## src/rtl/dbus_arbiter_pkg.sv

```systemverilog
// Shared bus types for the data-bus arbiter: master ids, arbiter states and
// the request bundle that the core and the loader both produce.
package dbus_arbiter_pkg;

  localparam int BUS_ADDR_W = 32;
  localparam int BUS_DATA_W = 32;

  typedef enum logic {
    MST_CORE = 1'b0,
    MST_DMA  = 1'b1
  } mst_e;

  typedef enum logic {
    ARB  = 1'b0,
    LOCK = 1'b1
  } arb_state_e;

  typedef struct packed {
    logic                  we;
    logic [BUS_ADDR_W-1:0] addr;
    logic [BUS_DATA_W-1:0] wdata;
  } bus_req_t;

endpackage

```

## src/rtl/dbus_arbiter_if.sv

```systemverilog
// One master's port onto the shared data bus: request, write data and the
// grant / read-return handshake coming back from the arbiter.
interface dbus_arbiter_if #(
  parameter int ADDR_W = 32,
  parameter int DATA_W = 32
);

  logic              req;
  logic              we;
  logic [ADDR_W-1:0] addr;
  logic [DATA_W-1:0] wdata;
  logic              gnt;
  logic              rvalid;
  logic [DATA_W-1:0] rdata;

  modport master (
    output req, we, addr, wdata,
    input  gnt, rvalid, rdata
  );

  modport slave (
    input  req, we, addr, wdata,
    output gnt, rvalid, rdata
  );

endinterface

```

## src/rtl/dbus_arbiter_rr_pick2.sv

```systemverilog
// Combinational two-way round-robin pick: a lone requester always wins,
// a conflict goes to the master that was not granted most recently.
module dbus_arbiter_rr_pick2
  import dbus_arbiter_pkg::*;
(
  input  logic [1:0] req,
  input  mst_e       last,
  output logic [1:0] gnt
);

  // Resolve the conflict case against the most recent winner
  always_comb begin
    gnt = req;
    if (req == 2'b11) begin
      gnt = (last == MST_DMA) ? 2'b01 : 2'b10;
    end
  end

endmodule

```

## src/rtl/dbus_arbiter.sv

```systemverilog
// Data-bus arbiter sharing the single-port data RAM between the core (M0)
// and the DMA/loader (M1). Same-cycle grant, registered read return, and
// optional M1 locked bursts capped at MAX_BURST beats.
module dbus_arbiter
  import dbus_arbiter_pkg::*;
#(
  parameter int ADDR_W    = 32,
  parameter int DATA_W    = 32,
  parameter int MAX_BURST = 8
) (
  input  logic              clk,
  input  logic              reset,
  dbus_arbiter_if.slave     m0,
  dbus_arbiter_if.slave     m1,
  input  logic              m1_lock,
  output logic              ram_we,
  output logic [ADDR_W-1:0] ram_addr,
  output logic [DATA_W-1:0] ram_wdata,
  input  logic [DATA_W-1:0] ram_rdata
);

  localparam int               CNT_W   = $clog2(MAX_BURST + 1);
  localparam logic [CNT_W-1:0] MAX_CNT = CNT_W'(MAX_BURST);

  arb_state_e       state, state_n;
  mst_e             last, last_n;
  logic [CNT_W-1:0] beat_cnt, beat_n;
  logic [1:0]       pick;
  logic             gnt0, gnt1;
  logic             rvalid0, rvalid1;
  logic [DATA_W-1:0] rdata0, rdata1;

  dbus_arbiter_rr_pick2 u_pick (
    .req  ({m1.req, m0.req}),
    .last (last),
    .gnt  (pick)
  );

  // Next state, burst bookkeeping and the grants; nothing is granted in reset
  always_comb begin
    gnt0    = 1'b0;
    gnt1    = 1'b0;
    state_n = state;
    last_n  = last;
    beat_n  = beat_cnt;
    if (reset) begin
      unique case (state)
        ARB: begin
          gnt0 = pick[0];
          gnt1 = pick[1];
          if (pick[1] && m1_lock) begin
            state_n = LOCK;
            beat_n  = CNT_W'(1);
          end
        end
        LOCK: begin
          if (!m1_lock || beat_cnt >= MAX_CNT) begin
            // M1 gives up the bus; M0 may take it in the same cycle
            state_n = ARB;
            beat_n  = '0;
            last_n  = MST_DMA;
            gnt0    = m0.req;
          end else if (m1.req) begin
            gnt1   = 1'b1;
            beat_n = beat_cnt + CNT_W'(1);
          end
        end
      endcase
      if (gnt0) begin
        last_n = MST_CORE;
      end else if (gnt1) begin
        last_n = MST_DMA;
      end
    end
  end

  // Arbiter state register
  always_ff @(posedge clk or negedge reset) begin
    if (!reset) begin
      state    <= ARB;
      last     <= MST_DMA;
      beat_cnt <= '0;
    end else begin
      state    <= state_n;
      last     <= last_n;
      beat_cnt <= beat_n;
    end
  end

  // RAM port follows whichever master holds the grant, quiet otherwise
  always_comb begin
    ram_we    = 1'b0;
    ram_addr  = '0;
    ram_wdata = '0;
    if (gnt0) begin
      ram_we    = m0.we;
      ram_addr  = m0.addr;
      ram_wdata = m0.wdata;
    end else if (gnt1) begin
      ram_we    = m1.we;
      ram_addr  = m1.addr;
      ram_wdata = m1.wdata;
    end
  end

  // Read return: capture RAM data at the read-grant edge, valid for one cycle
  always_ff @(posedge clk or negedge reset) begin
    if (!reset) begin
      rvalid0 <= 1'b0;
      rvalid1 <= 1'b0;
      rdata0  <= '0;
      rdata1  <= '0;
    end else begin
      rvalid0 <= gnt0 & ~m0.we;
      rvalid1 <= gnt1 & ~m1.we;
      if (gnt0 && !m0.we) begin
        rdata0 <= ram_rdata;
      end
      if (gnt1 && !m1.we) begin
        rdata1 <= ram_rdata;
      end
    end
  end

  assign m0.gnt    = gnt0;
  assign m1.gnt    = gnt1;
  assign m0.rvalid = rvalid0;
  assign m1.rvalid = rvalid1;
  assign m0.rdata  = rdata0;
  assign m1.rdata  = rdata1;

endmodule

```

## src/flat_wrapper.sv

```systemverilog
// flat-port wrapper written by rule: the top's interface ports become plain ports
module dbus_arbiter_flat import dbus_arbiter_pkg::*;
#(
  parameter int ADDR_W    = 32,
  parameter int DATA_W    = 32,
  parameter int MAX_BURST = 8
)
  (clk, reset, m1_lock, ram_we, ram_addr, ram_wdata, ram_rdata, m0_req, m0_we, m0_addr, m0_wdata, m0_gnt, m0_rvalid, m0_rdata, m1_req, m1_we, m1_addr, m1_wdata, m1_gnt, m1_rvalid, m1_rdata);
  dbus_arbiter_if #(.ADDR_W(ADDR_W), .DATA_W(DATA_W)) m0_i ();
  dbus_arbiter_if #(.ADDR_W(ADDR_W), .DATA_W(DATA_W)) m1_i ();
  input  logic clk;
  input  logic reset;
  input  logic m1_lock;
  output logic ram_we;
  output logic [ADDR_W-1:0] ram_addr;
  output logic [DATA_W-1:0] ram_wdata;
  input  logic [DATA_W-1:0] ram_rdata;
  input wire logic [$bits(m0_i.req)-1:0] m0_req;
  input wire logic [$bits(m0_i.we)-1:0] m0_we;
  input wire logic [$bits(m0_i.addr)-1:0] m0_addr;
  input wire logic [$bits(m0_i.wdata)-1:0] m0_wdata;
  output wire logic [$bits(m0_i.gnt)-1:0] m0_gnt;
  output wire logic [$bits(m0_i.rvalid)-1:0] m0_rvalid;
  output wire logic [$bits(m0_i.rdata)-1:0] m0_rdata;
  input wire logic [$bits(m1_i.req)-1:0] m1_req;
  input wire logic [$bits(m1_i.we)-1:0] m1_we;
  input wire logic [$bits(m1_i.addr)-1:0] m1_addr;
  input wire logic [$bits(m1_i.wdata)-1:0] m1_wdata;
  output wire logic [$bits(m1_i.gnt)-1:0] m1_gnt;
  output wire logic [$bits(m1_i.rvalid)-1:0] m1_rvalid;
  output wire logic [$bits(m1_i.rdata)-1:0] m1_rdata;
  assign m0_i.req = m0_req;
  assign m0_i.we = m0_we;
  assign m0_i.addr = m0_addr;
  assign m0_i.wdata = m0_wdata;
  assign m0_gnt = m0_i.gnt;
  assign m0_rvalid = m0_i.rvalid;
  assign m0_rdata = m0_i.rdata;
  assign m1_i.req = m1_req;
  assign m1_i.we = m1_we;
  assign m1_i.addr = m1_addr;
  assign m1_i.wdata = m1_wdata;
  assign m1_gnt = m1_i.gnt;
  assign m1_rvalid = m1_i.rvalid;
  assign m1_rdata = m1_i.rdata;
  dbus_arbiter #(.ADDR_W(ADDR_W), .DATA_W(DATA_W), .MAX_BURST(MAX_BURST)) u_core (.clk(clk), .reset(reset), .m0(m0_i), .m1(m1_i), .m1_lock(m1_lock), .ram_we(ram_we), .ram_addr(ram_addr), .ram_wdata(ram_wdata), .ram_rdata(ram_rdata));
endmodule
```

## config.mk

```make
export PLATFORM = sky130hd
export DESIGN_NAME = dbus_arbiter_flat
export DESIGN_NICKNAME = d
export VERILOG_FILES = /design/src/rtl/dbus_arbiter_pkg.sv /design/src/rtl/dbus_arbiter_if.sv /design/src/rtl/dbus_arbiter_rr_pick2.sv /design/src/rtl/dbus_arbiter.sv /design/src/flat_wrapper.sv
export SDC_FILE = /design/constraint.sdc
export NUM_CORES = 1
export LEC_CHECK = 0
export CAP_MARGIN = 20
export CELL_PAD_IN_SITES_DETAIL_PLACEMENT = 1
export CELL_PAD_IN_SITES_GLOBAL_PLACEMENT = 2
export CORE_AREA = 2 2 116 118
export DETAILED_ROUTE_END_ITERATION = 8
export DIE_AREA = 0 0 118 120
export DONT_BUFFER_PORTS = 1
export PLACE_DENSITY = 0.64
export SLEW_MARGIN = 15
export SYNTH_ARGS = -nofsm -noshare
export SYNTH_HDL_FRONTEND = slang
export SYNTH_SLANG_ARGS = --single-unit
```

## constraint.sdc

```tcl
create_clock -name clk -period 4.5 [get_ports clk]
set_clock_uncertainty 0.1 [all_clocks]
set_input_delay 0 -clock clk [delete_from_list [all_inputs] [get_ports clk]]
set_output_delay 0 -clock clk [all_outputs]
set_load 0.01 [all_outputs]
```

==> reports/results.env, run 1 <==
SYNTHESIS.AREA_SQ_UM=3508
CLOCK_TRANSITION_AT_THE_REGISTERS_OF_THE_REPORTED_PATHS_NS=0.06
CTS.REPAIR.RESIZED=0
DRC=0
TIMING.CRITICAL_PATH.REQUIRED_NS=4.60
DRT_FIRST_ITER_VIOLATIONS=134
TOP_LEVEL_PORTS=300
N_FILL_CELL=1395
SYNTH_SEQ_AREA_SHARE_PCT=51.39
CHIPWIDTH_UM=118
YOSYSMOSTFREQUENTCELL='sky130_fd_sc_hd__dfrtp_1'
RSZ0062_AT_GRT='false'
FINAL-SEQ-AREA_SQ_UM=1803
SWITCHING_SHARE_PCT=32.85
YS_FF_LATCH=72
NUM-NETS-FINAL=462
GRT_ANTENNA_BEFORE_REPAIR=6
POST-ROUTE-PERIOD-UTIL_PCT=54.68
DIE_HEIGHT_UM=120
POWER_FRAC_SEQ_PCT=49.0
TIMING.FINAL.MAX_SLEW_VIOLATIONS=0
PIN_COUNT_OF_THE_BIGGEST_NET_ENTERING_GLOBAL_ROUTING=77
MAX_SLEW_MARGIN_PCT=32.22
FMAX_MHz=406.4
MULTIINPUTGATEAREA_SQ_UM=1564
TIMING.SETUP.CRITICAL_PATH_CLASS='flip-flop to flip-flop'
TRACK_USAGE_PCT=16.30
GRT_REMAINING_OVERFLOW=0
FINISH.UTILIZATION_PCT=33.59
DPL.HPWL_UM=8805
FIN_HOLD_WS_NS=0.02009
SETUP.WORST_PATH.START_CLASS='flip-flop'
FINALHOLDVIOLATIONS=0
SYNTHXORXNORAREAFRAC_PCT=0
VIA_COUNT_OF_THE_FIRST_GLOBAL_ROUTING_PASS=2569
CLK_LATENCY_NS=0.33
STATUS='completed'
SYNTH_FLOP_CELL='sky130_fd_sc_hd__dfrtp_1'
AVGVIACOUNTPERCELL=5.419
SYNTH_FA_HA_AREA_SHARE_PCT=0.7133
LENGTH_OF_THE_FIRST_DETAILED_ROUTING_PASS_IN_ITERATIONS=4
CORE.ROWCOUNT=42
YOSYS.AREA.TOP_TYPE='sky130_fd_sc_hd__dfrtp_1'
FINALWEIGHTEDCONGESTION=0.8410
DRV_CAP=0
INITIAL_UTILIZATION_PCT=27.03
TOTAL_LEAKAGE_POWER_uW=0.001823
SYN2LAYOUT_AREA_GROWTH_PCT=24.29
SYNTH_COMMONEST_CELLS='71 x sky130_fd_sc_hd__dfrtp_1, 66 x sky130_fd_sc_hd__a22o_1, 64 x sky130_fd_sc_hd__mux2_1'
BUFFER_TYPE_AT_THE_CLOCK_TREE_ROOT='sky130_fd_sc_hd__clkbuf_16'
SYNTH_MUX_AREA_SHARE_PCT=21.50
DETAIL_ROUTE.WL_PER_CELL_UM=25.06
SYNTH_EDF_COUNT=0
CRITPATHMAXFANOUT=33
CLOCK_POWER_SHARE_PCT=31.8
CLOCK_TREE.BUFFER_DEPTH=2
GRT_PASS1_WL_UM=16850
NETSWITCHINGPOWER_uW=765.3
HTREE_NUM_LEVELS=3
PORT-BUFFER-COUNT=0
CTS_TREE='built'
SYNTH_TOP_FAMILY_BY_AREA='multiplexers'
TIMING.SETUP.TNS_NS=0
INTERNAL-POWER_uW=1565
PEAKVDDDROP_V=0.0001545
SYNTH_COMPOUND_AREA_SHARE_PCT=18.62
CTS.SINK_COUNT=72
P_PER_AREA_nW_PER_UM2=534.3
ASYNC_FLOP_SHARE_PCT=100.0
HOLD_PATH.CLASS='input pin to flip-flop'
POST_SYNTH_AND_OR_NAND_NOR_AREA_FRACTION_PCT=2.996
POST_SYNTHESIS_CELLS=262
DIE_AREA_SQ_UM=14160
DRT_WL_TOTAL_UM=11960
TIGHTESTPINTRANSITION_NS=1.015
SYNTH_TOP_CELLS_BY_AREA='sky130_fd_sc_hd__dfrtp_1 51%, sky130_fd_sc_hd__mux2_1 21%, sky130_fd_sc_hd__a22o_1 16%'
CP.ARRIVAL_NS=2.56
SETUP_VIOL_COUNT_FINAL=0
PROPORTION_OF_POWER_DRAWN_BY_COMBINATIONAL_GATES_PCT=19.2
SYNTH.TOP_CELL.AREA_SHARE_PCT=50.64
SYNTHDISTINCTLIBCELLS=29
FINAL_LAYOUT_SIZE_SUFFIX_GT1_SHARE_PCT=9.396
POST_SYNTH.CELL_AREA_AVG_SQ_UM=13.39
WORST_SETUP_PATH_END_KIND='flip-flop'
FLOORPLAN.CORE_AREA_SQ_UM=12980
DR_TOTAL_VIAS=2585
FINALCRITICALPERIOD_NS=2.461
POSTROUTEANTENNANETS=0
NUMCTSBUFFERS=9
MAPPEDNETLISTNETS=431
SYNTH_WARNINGS=0
[cell type report]
cell class | count | area share, %
clock inverters | 4 | 1.176
well taps | 176 | 5.050
repair buffers | 42 | 9.928
multi-input cells | 164 | 35.87
clock buffers | 12 | 6.112
diodes | 3 | 0.1722
flip-flops and latches | 72 | 41.35
inverters | 4 | 0.3443
[cells in the final DEF, fill, tap and decap left out, types with 2 or more instances in the layout]
master / synthesis / layout
sky130_fd_sc_hd__dlygate4sd3_1: 0 / 39
sky130_fd_sc_hd__nor2b_4: 0 / 2
sky130_fd_sc_hd__inv_1: 3 / 3
sky130_fd_sc_hd__nor2b_1: 4 / 2
sky130_fd_sc_hd__dfrtp_1: 71 / 71
sky130_fd_sc_hd__buf_4: 5 / 2
sky130_fd_sc_hd__diode_2: 0 / 3
sky130_fd_sc_hd__a21oi_1: 2 / 2
sky130_fd_sc_hd__mux2_1: 64 / 64
sky130_fd_sc_hd__a22o_1: 66 / 66
sky130_fd_sc_hd__clkbuf_8: 0 / 3
sky130_fd_sc_hd__o21ai_0: 5 / 5
sky130_fd_sc_hd__and3_1: 3 / 3
sky130_fd_sc_hd__nand2_1: 3 / 3
sky130_fd_sc_hd__mux2_2: 3 / 3
sky130_fd_sc_hd__ha_1: 2 / 2
sky130_fd_sc_hd__clkbuf_16: 0 / 9
[worst max-delay path, stage by stage, from the launching register on]
cell                       delay [ns]
sky130_fd_sc_hd__dfrtp_1         0.45
sky130_fd_sc_hd__nor2b_1         0.20
sky130_fd_sc_hd__a221oi_4        0.29
sky130_fd_sc_hd__nor2b_4         0.85
sky130_fd_sc_hd__mux2_1          0.41
[power by group through the flow]
stage | clock (uW) | sequential [uW] | combinational (uW)
after CTS | 765 | 1140 | 453
after floorplan | 0 | 1090 | 341
after global placement | 0 | 1150 | 381
final | 740 | 1140 | 447
after detailed placement | 0 | 1150 | 397
after global routing | 791 | 1180 | 498
[path summary, 6_finish.rpt]
path	slack, ns	end	depth (start not counted)	startpoint
min	0.02	u_core.last	3	m1_lock
max	2.04	u_core.m0.rdata[20]	4	u_core.state
min in group asynchronous	0.17	u_core.m0.rdata[13]	2	reset
min reg2reg	0.46	u_core.m0.rdata[17]	1	u_core.m0.rdata[17]
max in group asynchronous	3.80	u_core.last	2	reset
max reg2reg	2.04	u_core.m0.rdata[20]	4	u_core.state
[through the flow]
stage	setup slack, ns	power, uW	cells	instance area (sq um)
detailed placement	1.994	1551	418	3617
CTS	2.017	2362	474	4353
finish	2.039	2330	477	4360
global route	1.854	2467	477	4360
floorplan	2.627	1427	262	3508
global placement	2.045	1528	418	3617
[sequential cells by signal, summed over array words and instances (netlist names)]
register,count
u_core.beat_cnt,4
u_core.state,1
u_core.last,1
u_core.m0.rdata,32
u_core.m1.rdata,32
u_core.m0.rvalid,1
u_core.m1.rvalid,1
[repair_timing]
item,in CTS,in global routing
endpoints found under the hold margin,142,0
setup buffers,0,0
hold buffers,40,0
setup endpoints to repair,0,0
[cells by family after synthesis]
kind of cell,after synthesis
buf+inv,26
compound gates,77
fa+ha+maj,2
simple gates,18
mux,67
flops,72
[per-layer routing]
metal	share of wire [%]	vias up	GRT usage [%]
met5	0.15	-	0
met4	2.8	4	7.605
met3	12	26	7.937
met2	47	182	24.85
met1	37	1310	19.32
li1	-	1063	-
Power figures use the tool's default switching activity.
==> inputs of run 2 (changes only) <==
Settings changed: PLACE_DENSITY 0.64 to 0.66.
Clock period 4.5 ns to 2.1 ns, I/O delays scaled along.
==> reports/results.env, run 2 (same netlist as run 1, synthesis figures left out) <==
STATUS='completed'  # unchanged
POST-CTS-SETUP-BUFFER-COUNT=0  # unchanged
RSZ0062_AT_GRT='true'  # was false
NUMCTSBUFFERS=9  # unchanged
N_FILL_CELL=1398  # was 1395
CTS_TREE='built'  # unchanged
CHIPWIDTH_UM=118  # unchanged
DRV_CAP=0  # unchanged
SETUP_VIOL_COUNT_FINAL=0  # unchanged
DIE_AREA_SQ_UM=14160  # unchanged
HP-START='reset'  # was m1_lock
SWITCHING_SHARE_PCT=32.38  # was 32.85%
P_PER_AREA_nW_PER_UM2=1141  # was 534.3 nW/um^2
TRACK_USAGE_PCT=16.20  # was 16.30%
TOP_LEVEL_PORTS=300  # unchanged
CPMAXSTAGEDELAYCELL='sky130_fd_sc_hd__dfrtp_1'  # was sky130_fd_sc_hd__nor2b_4
SYN2LAYOUT_AREA_GROWTH_PCT=27.28  # was 24.29%
POST-ROUTE-PERIOD-UTIL_PCT=97.48
MAX_SLEW_MARGIN_PCT=76.29  # was 32.22%
CLOCK_POWER_SHARE_PCT=32.3  # was 31.8%
CLOCK_TRANSITION_AT_THE_REGISTERS_OF_THE_REPORTED_PATHS_NS=0.06  # about the same
GRT_ANTENNA_BEFORE_REPAIR=4  # was 6
FINAL_CRITICAL_PATH_SETUP_SLACK_NS=0.05291  # was 2.039 ns
FINALCRITICALPERIOD_NS=2.047
DIE_HEIGHT_UM=120  # unchanged
CTS.SINK_COUNT=72  # unchanged
TIGHTESTPINTRANSITION_NS=0.3556  # was 1.015 ns
NUM-NETS-FINAL=467  # was 462
FLOORPLAN.CORE_AREA_SQ_UM=12980  # unchanged
GRT_REMAINING_OVERFLOW=0  # unchanged
NETSWITCHINGPOWER_uW=1649  # was 765.3 uW
TIMING.CRITICAL_PATH.SLOWEST_CELL_DELAY_NS=0.42  # was 0.85 ns
CLK_LATENCY_NS=0.33  # about the same
CLOCK_TREE.BUFFER_DEPTH=2  # unchanged
TIMING.CRITICAL_PATH.REQUIRED_NS=2.00  # was 4.60 ns
TOTAL_LEAKAGE_POWER_uW=0.001871  # was 0.001823 uW
WORST_SETUP_PATH_STARTPOINT='u_core.state'  # unchanged
COMMONEST_NON_FILL_NON_TAP_CELL_IN_THE_LAYOUT='sky130_fd_sc_hd__dfrtp_1'  # unchanged
INTERNAL-POWER_uW=3445  # was 1565 uW
MOST-COMMON-LAYOUT-CELLS='71 x sky130_fd_sc_hd__dfrtp_1, 65 x sky130_fd_sc_hd__a22o_1, 64 x sky130_fd_sc_hd__mux2_1'  # was 71 x sky130_fd_sc_hd__dfrtp_1, 66 x sky130_fd_sc_hd__a22o_1, 64 x sky130_fd_sc_hd__mux2_1
TIMING.FINAL.MAX_SLEW_VIOLATIONS=0  # unchanged
CP.ARRIVAL_NS=1.95  # was 2.56 ns
DRT_FIRST_ITER_VIOLATIONS=135  # was 134
DETAIL_ROUTE.WL_PER_CELL_UM=24.62  # was 25.06 um
PATH_BUF_INV=1  # was 0
DR_TOTAL_VIAS=2533  # was 2585
PROPORTION_OF_POWER_DRAWN_BY_COMBINATIONAL_GATES_PCT=19.7  # was 19.2%
HOLD_PATH.CLASS='input pin to flip-flop'  # unchanged
DPL.HPWL_UM=8943  # was 8805 um
MULTIINPUTGATEAREA_SQ_UM=1565  # was 1564 sq um
WORST_SETUP_PATH_END_KIND='primary output'  # was flip-flop
HTREE_NUM_LEVELS=3  # unchanged
FINAL_LAYOUT_SIZE_SUFFIX_GT1_SHARE_PCT=11.55  # was 9.396%
VIA_COUNT_OF_THE_FIRST_GLOBAL_ROUTING_PASS=2593  # was 2569
FINAL-SEQ-AREA_SQ_UM=1803  # unchanged
PORT-BUFFER-COUNT=0  # unchanged
POWER_FRAC_SEQ_PCT=47.9  # was 49.0%
FINALHOLDVIOLATIONS=0  # unchanged
INITIAL_UTILIZATION_PCT=27.03  # unchanged
BUFFER_TYPE_AT_THE_CLOCK_TREE_ROOT='sky130_fd_sc_hd__clkbuf_16'  # unchanged
GRT_PASS1_WL_UM=17030  # was 16850 um
TOTAL_POWER_uW=5094  # was 2330 uW
TIMING.SETUP.CRITICAL_PATH_CLASS='flip-flop to primary output'  # was flip-flop to flip-flop
POSTROUTEANTENNANETS=0  # unchanged
CP_TOP_FAMILY='compound AO/OA/AOI/OAI gates'  # was simple AND/OR/NAND/NOR gates
LENGTH_OF_THE_FIRST_DETAILED_ROUTING_PASS_IN_ITERATIONS=4  # unchanged
AVGVIACOUNTPERCELL=5.277  # was 5.419
FMAX_MHz=488.5
DRC=0  # unchanged
FINALWEIGHTEDCONGESTION=0.8001  # was 0.8410
REG2REG_FROM='u_core.state'  # unchanged
CRITICAL_PATH.CELL_CHAIN='nor2b_1 > a221oi_4 > buf_12 > a22o_1'  # was nor2b_1 > a221oi_4 > nor2b_4 > mux2_1
CORE.ROWCOUNT=42  # unchanged
PEAKVDDDROP_V=0.0004229  # was 0.0001545 V
DRT_WL_TOTAL_UM=11820  # was 11960 um
SETUP.WORST_PATH.START_CLASS='flip-flop'  # unchanged
PIN_COUNT_OF_THE_BIGGEST_NET_ENTERING_GLOBAL_ROUTING=76  # was 77
CRITPATHMAXFANOUT=66  # was 33
PLACEMENT.SETUP.WORST_SLACK_NS=0.1028  # was 1.994 ns
run 2: cell count changes in the layout (fill, tap and decap cells not counted), sizes merged:
cell         previous run  this run
diode                   3         1
inv                     4         5
buf                     3         9
bufinv                  1         2
dlygate4sd3            39        38
clkbuf                 12        10
run 2: stage by stage:
stage | hold WS [ns] | instances | instance area (sq um) | setup TNS, ns | util (%)
6_report | 0.007824 | 480 | 4466 | 0 | 34.40
5_1_grt | 0.05193 | 480 | 4466 | -0.03343 | 34.40
4_1_cts | 0.001728 | 479 | 4462 | 0 | 34.37
3_5_place_dp | -0.3939 | 424 | 3725 | 0 | 28.70
3_3_place_gp | -0.3939 | 424 | 3725 | 0 | 28.70
2_1_floorplan | -0.3956 | 262 | 3508 | 0 | -
run 2: routing by layer:
metal / vias up / GRT usage, % / part of all wire (%)
met5: - / 0 / 0.25
met3: 21 / 7.652 / 11
met2: 178 / 25.84 / 48
met1: 1259 / 19.19 / 38
met4: 6 / 5.572 / 2.1
li1: 1069 / - / -
run 2: final timing paths:
| check | end | depth (start not counted) | slack [ns] |
|---|---|---|---|
| max in group asynchronous | u_core.last | 2 | 1.46 |
| min in group asynchronous | u_core.m1.rdata[7] | 2 | 0.14 |
| worst max register to register | u_core.m0.rdata[31] | 5 | 0.11 |
| worst min-delay path | u_core.beat_cnt[2] | 3 | 0.008 |
| worst min register to register | u_core.beat_cnt[1] | 1 | 0.45 |
| worst max-delay path | ram_wdata[19] | 4 | 0.05 |
run 2: final cells by class:
cell class | instances | share of cell area [%]
timing repair buffer | 47 | 11.88
clock buffer | 10 | 5.352
antenna | 1 | 0.05604
clock inverter | 6 | 2.017
sequential | 72 | 40.38
tap | 176 | 4.931
inverter | 4 | 0.3362
multi-input combinational | 164 | 35.05
run 2: power groups by stage:
stage / sequential, uW / clock (uW) / combinational [uW]
2_1_floorplan: 2330 / 0 / 731
3_3_place_gp: 2450 / 0 / 862
3_5_place_dp: 2470 / 0 / 905
4_1_cts: 2450 / 1690 / 1020
5_1_grt: 2510 / 1760 / 1110
6_report: 2440 / 1650 / 1000
run 2: worst register-to-register path: stages (launching register included):
cell,delay (ns)
sky130_fd_sc_hd__dfrtp_1,0.42
sky130_fd_sc_hd__nor2b_1,0.19
sky130_fd_sc_hd__a221oi_4,0.34
sky130_fd_sc_hd__nor2b_4,0.26
sky130_fd_sc_hd__buf_12,0.19
sky130_fd_sc_hd__mux2_1,0.36
run 2: what timing repair did:
item	CTS	global route
endpoints found under the setup margin	0	3
hold buffers	39	0
hold endpoints to repair	141	0
resized for setup	0	1
